<file path="src/rtl/view_cmd_scheduler.sv">
// view_cmd_scheduler
//   Merges two command sources into the single cmd/data channel of the view
//   block. Editor commands (keystrokes) are queued in a small FIFO; system
//   commands (cursor blink, clear, status) are taken directly from the port
//   and acknowledged with a one-cycle sys_ready pulse. A round-robin arbiter
//   picks the next command, which is then offered on a valid/ready output.
//   After every accepted output beat the channel is held idle for GAP cycles.
//
// Ports
//   clk_25mhz   in   single clock, rising edge
//   reset_n     in   asynchronous active-low reset
//   ed_valid    in   editor command present
//   ed_cmd      in   editor command code (8'h00 = NOP, consumed but dropped)
//   ed_data     in   editor argument
//   ed_ready    out  editor FIFO not full
//   sys_valid   in   system command present, held until sys_ready
//   sys_cmd     in   system command code (8'h00 = NOP, acked without output)
//   sys_data    in   system argument
//   sys_ready   out  one-cycle accept pulse for the system port
//   out_valid   out  out_cmd/out_data carry a command
//   out_cmd     out  command to the view block
//   out_data    out  data to the view block
//   out_ready   in   view block accepts the command this cycle
//   fifo_level  out  editor FIFO occupancy, 0..DEPTH
module view_cmd_scheduler #(
  parameter int unsigned DEPTH = 8,
  parameter int unsigned AW    = 3,
  parameter int unsigned GAP   = 2
) (
  input  logic          clk_25mhz,
  input  logic          reset_n,
  input  logic          ed_valid,
  input  logic [7:0]    ed_cmd,
  input  logic [7:0]    ed_data,
  output logic          ed_ready,
  input  logic          sys_valid,
  input  logic [7:0]    sys_cmd,
  input  logic [7:0]    sys_data,
  output logic          sys_ready,
  output logic          out_valid,
  output logic [7:0]    out_cmd,
  output logic [7:0]    out_data,
  input  logic          out_ready,
  output logic [AW:0]   fifo_level
);

  // Gap counter only has to hold GAP-1; keep at least one bit so GAP of 0 or 1 still elaborates.
  localparam int unsigned GW = (GAP > 1) ? $clog2(GAP) : 1;
  localparam logic [AW:0] FULL_LEVEL = (AW+1)'(DEPTH);

  typedef enum logic [1:0] {
    IDLE  = 2'd0,
    ISSUE = 2'd1,
    HOLD  = 2'd2
  } state_t;

  state_t         state_r;
  logic [15:0]    mem_r [DEPTH];
  logic [AW-1:0]  wr_ptr_r;
  logic [AW-1:0]  rd_ptr_r;
  logic [AW:0]    level_r;
  logic           last_sys_r;
  logic [GW-1:0]  gap_cnt_r;
  logic           out_valid_r;
  logic [7:0]     out_cmd_r;
  logic [7:0]     out_data_r;

  logic           full_s;
  logic           e_cand_s;
  logic           s_cand_s;
  logic           sys_nop_s;
  logic           grant_e_s;
  logic           grant_s_s;
  logic           push_s;
  logic           pop_s;

  // Candidate detection, round-robin arbitration and FIFO push/pop qualification.
  always_comb begin
    full_s    = (level_r == FULL_LEVEL);
    e_cand_s  = (level_r != {(AW+1){1'b0}});
    s_cand_s  = sys_valid && (sys_cmd != 8'h00);
    sys_nop_s = sys_valid && (sys_cmd == 8'h00);
    grant_e_s = 1'b0;
    grant_s_s = 1'b0;
    if (state_r == IDLE) begin
      if (e_cand_s && s_cand_s) begin
        // Tie: the port that did not win last time goes next.
        grant_e_s = last_sys_r;
        grant_s_s = !last_sys_r;
      end else begin
        grant_e_s = e_cand_s;
        grant_s_s = s_cand_s;
      end
    end else begin
      grant_e_s = 1'b0;
      grant_s_s = 1'b0;
    end
    // ed_ready depends on full only, so a full FIFO never accepts even while popping.
    push_s = ed_valid && !full_s && (ed_cmd != 8'h00);
    pop_s  = grant_e_s;
  end

  assign ed_ready   = !full_s;
  // NOPs on the system port are acknowledged in IDLE without taking a grant.
  assign sys_ready  = (state_r == IDLE) && (grant_s_s || sys_nop_s);
  assign out_valid  = out_valid_r;
  assign out_cmd    = out_cmd_r;
  assign out_data   = out_data_r;
  assign fifo_level = level_r;

  // Editor FIFO storage, wrapping pointers and occupancy count.
  always_ff @(posedge clk_25mhz or negedge reset_n) begin
    if (!reset_n) begin
      for (int unsigned i = 0; i < DEPTH; i++) begin
        mem_r[i] <= 16'h0000;
      end
      wr_ptr_r <= {AW{1'b0}};
      rd_ptr_r <= {AW{1'b0}};
      level_r  <= {(AW+1){1'b0}};
    end else begin
      if (push_s) begin
        mem_r[wr_ptr_r] <= {ed_cmd, ed_data};
        wr_ptr_r        <= wr_ptr_r + 1'b1;
      end
      if (pop_s) begin
        rd_ptr_r <= rd_ptr_r + 1'b1;
      end
      case ({push_s, pop_s})
        2'b10:   level_r <= level_r + 1'b1;
        2'b01:   level_r <= level_r - 1'b1;
        default: level_r <= level_r;
      endcase
    end
  end

  // Command sequencer: load the winner, offer it until accepted, then pace with the gap counter.
  always_ff @(posedge clk_25mhz or negedge reset_n) begin
    if (!reset_n) begin
      state_r     <= IDLE;
      last_sys_r  <= 1'b1;
      gap_cnt_r   <= {GW{1'b0}};
      out_valid_r <= 1'b0;
      out_cmd_r   <= 8'h00;
      out_data_r  <= 8'h00;
    end else begin
      case (state_r)
        IDLE: begin
          if (grant_e_s) begin
            out_cmd_r   <= mem_r[rd_ptr_r][15:8];
            out_data_r  <= mem_r[rd_ptr_r][7:0];
            out_valid_r <= 1'b1;
            last_sys_r  <= 1'b0;
            state_r     <= ISSUE;
          end else if (grant_s_s) begin
            out_cmd_r   <= sys_cmd;
            out_data_r  <= sys_data;
            out_valid_r <= 1'b1;
            last_sys_r  <= 1'b1;
            state_r     <= ISSUE;
          end else begin
            state_r <= IDLE;
          end
        end
        ISSUE: begin
          if (out_ready) begin
            out_valid_r <= 1'b0;
            if (GAP == 0) begin
              state_r <= IDLE;
            end else begin
              gap_cnt_r <= GW'(GAP - 1);
              state_r   <= HOLD;
            end
          end else begin
            state_r <= ISSUE;
          end
        end
        HOLD: begin
          if (gap_cnt_r == {GW{1'b0}}) begin
            state_r <= IDLE;
          end else begin
            gap_cnt_r <= gap_cnt_r - 1'b1;
          end
        end
        default: begin
          out_valid_r <= 1'b0;
          state_r     <= IDLE;
        end
      endcase
    end
  end

endmodule

</file>
<file path="config.mk">
export PLATFORM = sky130hd
export DESIGN_NAME = view_cmd_scheduler
export DESIGN_NICKNAME = d
export VERILOG_FILES = /design/src/rtl/view_cmd_scheduler.sv
export SDC_FILE = /design/constraint.sdc
export NUM_CORES = 1
export LEC_CHECK = 0
export CAP_MARGIN = 40
export CORE_ASPECT_RATIO = 1.5
export CORE_MARGIN = 10
export CORE_UTILIZATION = 46
export CTS_CLUSTER_SIZE = 30
export DETAILED_ROUTE_END_ITERATION = 7
export GPL_ROUTABILITY_DRIVEN = 0
export PLACE_DENSITY = 0.71
export SYNTH_ARGS = -nofsm -noshare
export SYNTH_HDL_FRONTEND = slang
export SYNTH_SLANG_ARGS = --single-unit
</file>
<file path="constraint.sdc">
create_clock -name clk_25mhz -period 3.2 [get_ports clk_25mhz]
set_clock_uncertainty 0.1 [all_clocks]
set_input_delay 0.32 -clock clk_25mhz [delete_from_list [all_inputs] [get_ports clk_25mhz]]
set_output_delay 0.32 -clock clk_25mhz [all_outputs]
set_load 0.05 [all_outputs]
</file>
== Word level (Yosys, flattened, before mapping) ==
Index checks and enable logic that the tools add are counted.

* Reductions and logical operators: 21
* Bitwise operators: 3
* Mux-type cells: 28
* Equality and inequality tests: 8
* $add $sub $neg: 5
* $lt $le $gt $ge: 3

{| class="wikitable"
|+ Operators by type and width
! kind !! count
|-
| 128-bit bitwise mux || 1
|-
| 16-bit binary-select mux with 3-bit select || 1
|-
| 16-bit demux with 3-bit select || 1
|-
| 16-bit 2-to-1 mux || 3
|-
| 8-bit 2-to-1 mux || 4
|-
| 8-bit nonzero test || 2
|-
| 1-bit 2-to-1 mux || 12
|-
| 4-bit >= comparator (second input constant) || 2
|-
| 8-bit zero test || 1
|-
| 3-bit NOT with 4-bit output || 2
|-
| 4-bit one-hot mux with 2 select lines || 1
|-
| 1-bit logical AND || 7
|-
| 3-bit by 1-bit adder with 3-bit output (second input constant) || 2
|-
| 2-bit one-hot mux with 3 select lines || 1
|-
| 2-bit nonzero test || 3
|-
| 4-bit by 1-bit adder with 4-bit output (second input constant) || 1
|-
| 2-bit by 1-bit equality test with 1-bit output (second input constant) || 2
|-
| 2-bit equality test (second input constant) || 2
|-
| 4-bit equality test (second input constant) || 1
|-
| 4-bit by 1-bit < comparator with 1-bit output (second input constant) || 1
|-
| 2-bit 2-to-1 mux || 2
|-
| 2-bit != test (second input constant) || 2
|-
| 2-bit AND reduction || 2
|-
| 4-bit nonzero test || 1
|-
| other kinds (10) || 11
|}

* Logic and storage cells: 85
* Bits in registers: 159
* Bits of input ports: 37

== Logic depth before layout (Yosys ltp) ==
Gate-level depths: netlist of the first run.

* Word-level depth: 8
* Gate-level depth with buffers: 13
* Gate-level depth less buffers: 11

== Least setup slack after synthesis of the first run ==
No wires, ideal clock.

* Path type: reg2reg
* From: register level_r[2] (netlist: fifo_level[2])
* To: register level_r[2] (netlist: fifo_level[2])
* Slack: 83 ps
* Library setup time: 125 ps
* Path buffers: 2
* Data arrival time: 2892 ps
* Stages on the path, launching flop included: 14
* Period minus slack after synthesis: 3117 ps
* Required time: 2975 ps
* Cell sequence: dfrtp_1 buf_6 or4_1 nand2_1 a31o_2 buf_2 inv_1 ha_1 xor2_1 ha_1 a21oi_1 xor2_1 nor2_1 xor2_1

* Word-level cells in the longest chain between the ends: 6

{| class="wikitable"
|+ RTL lines
! element !! line !! RTL
|-
| start: declaration || 61 || <nowiki>logic [AW:0] level_r;</nowiki>
|-
| start signal: assignment || 119 || <nowiki>level_r <= {(AW+1){1'b0}};</nowiki>
|-
| start signal: assignment || 129 || <nowiki>2'b10: level_r <= level_r + 1'b1;</nowiki>
|-
| start signal: assignment || 130 || <nowiki>2'b01: level_r <= level_r - 1'b1;</nowiki>
|-
| 4-bit nonzero test / 4-bit equality test (equally long branches) || 80, 79 ||
|-
| 1-bit logical AND / 1-bit zero test (equally long branches) || 86, 99 ||
|-
| 1-bit 2-to-1 mux / 1-bit logical AND (equally long branches) || 86, 99 ||
|-
| 1-bit 2-to-1 mux / 1-bit logical AND (equally long branches) || 85, 99 ||
|-
| 2-bit by 1-bit equality test with 1-bit output / 2-bit equality test (equally long branches) || 128 || <nowiki>case ({push_s, pop_s})</nowiki>
|-
| 4-bit one-hot mux with 2 select lines / 2-bit nonzero test (equally long branches) || n/a ||
|}

Parallel ways exist; a longest one is shown, timed or not.
A chain may end at the register's enable or synchronous reset.

== Worst setup path in the final report of the first run ==
Same ends and word-level chain as after synthesis.

==> results of run 1 <==
## metrics by stage
| step | instance area [sq um] | util |
|---|---|---|
| after CTS | 9080 | 0.558 |
| after floorplan | 7620 | - |
| after detailed placement | 8490 | 0.522 |
| after global routing | 9080 | 0.558 |
| after global placement | 8460 | 0.520 |
| final | 9080 | 0.558 |
## registers in the layout (all words and copies together) (netlist names)
name,flops
mem_r,128
out_cmd,8
out_data,8
fifo_level,4
rd_ptr_r,3
wr_ptr_r,3
state_r,2
gap_cnt_r,1
last_sys_r,1
out_valid,1
## final cells by class
class,count,area share
inverter,3,0.00179
multi-input combinational,290,0.377
sequential,159,0.439
clock buffer,17,0.0469
clock inverter,15,0.0170
timing repair buffer,83,0.0900
tap,206,0.0284
## per-layer routing
metal  vias up  routed length (microns)  track usage
met5         -                        0            0
li1       1968                        -            -
met4         0                      370       0.0616
met2        84                     9260        0.283
met3        25                      509       0.0275
met1      2357                     7390        0.193
## critical path, delay by kind of cell (launching register included)
kind                     cells  cell delay (ns)
AND/OR/NAND/NOR              3             0.78
buffers and inverters        1             0.06
flip-flops                   1             0.50
adder cells (fa/ha/maj)      2             0.45
XOR/XNOR                     3             0.47
AO/OA/AOI/OAI                2             0.26
## layout by cell type (no fill, tap or decap), types with 4 or more instances in the layout
master             n
mux2_4            50
nor2_1             4
mux2_1            31
nand2_1           17
nor4b_4            4
dfrtp_1          157
clkdlybuf4s50_1   57
o221ai_1           8
a32oi_1            8
xor2_1             5
mux4_2            32
xnor2_1            4
inv_6              5
o21ai_0           13
clkinv_4           4
nor4_1             4
ha_1               5
clkbuf_16         17
mux2_2            50
nand3_1           10
buf_4             21
mux2i_1           16
## worst max-delay path by stage
| stage | startpoint | slack (ns) | endpoint |
|---|---|---|---|
| detailed placement | sys_cmd[1] | 0.09 | fifo_level[2]$_DFFE_PN0P_ |
| CTS | fifo_level[2]$_DFFE_PN0P_ | 0.45 | fifo_level[2]$_DFFE_PN0P_ |
| finish | fifo_level[2]$_DFFE_PN0P_ | 0.46 | fifo_level[2]$_DFFE_PN0P_ |
| global route | fifo_level[2]$_DFFE_PN0P_ | 0.29 | fifo_level[2]$_DFFE_PN0P_ |
| global placement | sys_cmd[1] | 0.16 | fifo_level[2]$_DFFE_PN0P_ |
| floorplan | fifo_level[2]$_DFFE_PN0P_ | 0.08 | fifo_level[2]$_DFFE_PN0P_ |
## cell families (layout without fill, tap and decap cells)
group | after synthesis | count (layout) | share of synthesized area
mux | 179 | 179 | 0.334
flops | 159 | 159 | 0.522
simple gates | 57 | 57 | 0.0589
compound gates | 40 | 40 | 0.0381
buf+inv | 32 | 118 | 0.0287
xor+xnor | 9 | 9 | 0.0103
fa+ha+maj | 5 | 5 | 0.00821
## power by group through the flow
stage               registers, W  clock network (W)  logic (W)
detailed placement       0.00374                  0    0.00441
floorplan                0.00381                  0    0.00305
global placement         0.00372                  0    0.00422
finish                   0.00373            0.00199    0.00439
global route             0.00385            0.00211    0.00468
CTS                      0.00373            0.00202    0.00444
==> results.py, run 1 <==
metrics = {
    "final_layout": {
        "syn_to_final_growth_pct": 19.1,
        "multi_input_area_sq_um": 3420,
        "n_fill_cell": 1270,
        "layout-drive-gt1-share": 0.360,
        "regArea_sq_um": 3980,
        "fin_cells": 773,
        "antenna_cells": 0,
        "layout.nets": 596,
    },
    "setup_path": {
        "start_kind": "flop",
        "slowest_delay_ns": 0.60,
        "critical_path_class": "flop to flop",
        "rr_startpoint": "fifo_level[2]$_DFFE_PN0P_",
        "crit_chain": "or4_1, nand2_1, a31o_2, inv_1, ha_1, xor2_1, ha_1, a21oi_1, xor2_1, nor2_1, xor2_1",
        "cp_data_required_time_ns": 3.40,
        "cp_common_cell": "xor2_1",
        "r2r_end": "fifo_level[2]$_DFFE_PN0P_",
        "reg2reg_depth": 11,
        "r2r_setup_slack_ns": 0.46,
        "endpoint_kind": "flop",
        "worstPathArrival_ns": 2.95,
        "cp_max_fo": 8,
        "slowest_stage": "or4_1",
    },
    "floorplan": {
        "core_area_sq_um": 16300,
        "initial_core_util": 0.469,
        "rows": 57,
        "die_w_microns": 125,
        "ios": 60,
        "die_area_sq_um": 22200,
        "die_y_microns": 178,
    },
    "logic_synthesis": {
        "synthCells": 481,
        "synth_nets": 523,
        "yosys_warnings": 0,
        "synthesis.area_sq_um": 7620,
        "synth_area_leader_cell": "dfrtp_1",
        "ys_seq_area_frac": 0.522,
        "synthTopCellsByCount": "dfrtp_1 (158), mux2_2 (50), mux2_4 (50), mux4_2 (32), mux2_1 (31)",
        "synth.area.top_cells": "dfrtp_1 (52%), mux2_4 (9.8%), mux4_2 (9.5%)",
        "yosysMostFrequentCell": "dfrtp_1",
        "synth_edf_count": 0,
        "synth_top_area_share": 0.519,
        "ys_seq_elements": 159,
        "syn_avg_cell_area_sq_um": 15.8,
        "synthFlopType": "dfrtp_1",
        "ys_types": 43,
        "synth-async-reset-ratio": 1.00,
    },
    "status": {
        "status": "complete, no violations",
    },
    "timing": {
        "post-route-period-util": 0.857,
        "timing.hold.ws_ns": 0.372,
        "worst_pin_slew_ns": 0.668,
        "rsz0062_at_grt": "false",
        "maxSlewViolCount": 0,
        "period_minus_slack_ns": 2.74,
        "setup_viol": 0,
        "finalWorstSetupSlack_ns": 0.458,
        "slew-limit-headroom": 0.555,
        "setup_tns_ns": 0,
        "hold_viol_final": 0,
        "fmax_mhz": 365,
    },
    "pwr": {
        "swShare": 0.357,
        "p_seq_frac": 0.369,
        "clockPowerShare": 0.197,
        "switchingPower_w": 0.00361,
        "finalPower_w": 0.0101,
        "power_leakage_nw": 3.87,
        "cellPowerDensity_nw_per_um2": 1110,
        "combinationalPowerShare": 0.434,
        "internal-power_w": 0.00650,
        "ir_drop_mv": 0.510,
    },
    "clock_tree": {
        "h-tree-depth": 4,
        "cts_hold_buf": 1,
        "clk_latency_ns": 0.43,
        "cts-resized-gates": 0,
        "numCtsBuffers": 17,
        "cts_tree": "built",
        "cts-root-buf": "clkbuf_16",
        "cts_setup_buffers": 0,
        "cts_buffer_depth": 2,
        "cts_sinks": 159,
        "clk_pin_slew_ns": 0.07,
    },
    "detailed_routing": {
        "drcViolationCount": 0,
        "routed_wl_mm": 17.5,
        "first_pass_iters": 4,
        "ant_nets": 0,
        "vias_per_cell": 5.74,
        "drt_iter0_markers": 287,
        "drt-wirelength-per-cell_microns": 22.7,
        "vias": 4434,
    },
    "global_routing": {
        "grt_pass1_vias": 4983,
        "antenna_found_initial": 0,
        "grt_max_degree": 74,
        "gr-total-overflow": 0,
        "grt.total_usage": 0.161,
        "grt_pass1_wl_mm": 28.5,
    },
    "placement": {
        "post-place-ws_ns": 0.0905,
        "dp.cells": 740,
        "hpwl_mm": 11.8,
        "portBuffers": 59,
    },
    "run": {
        "max-cap-violations": 0,
    },
    "worst_hold_path": {
        "hp-class": "primary input to asynchronous set/reset pin",
    },
}
(Power assumes the default switching activity.)
==> run 2, diff against run 1 <==
- HOLD_SLACK_MARGIN: not set -> 0.1
- TNS_END_PERCENT: not set -> 100
==> results of run 2 <==
Final layout, timing and power as in run 1 (identical DEF).
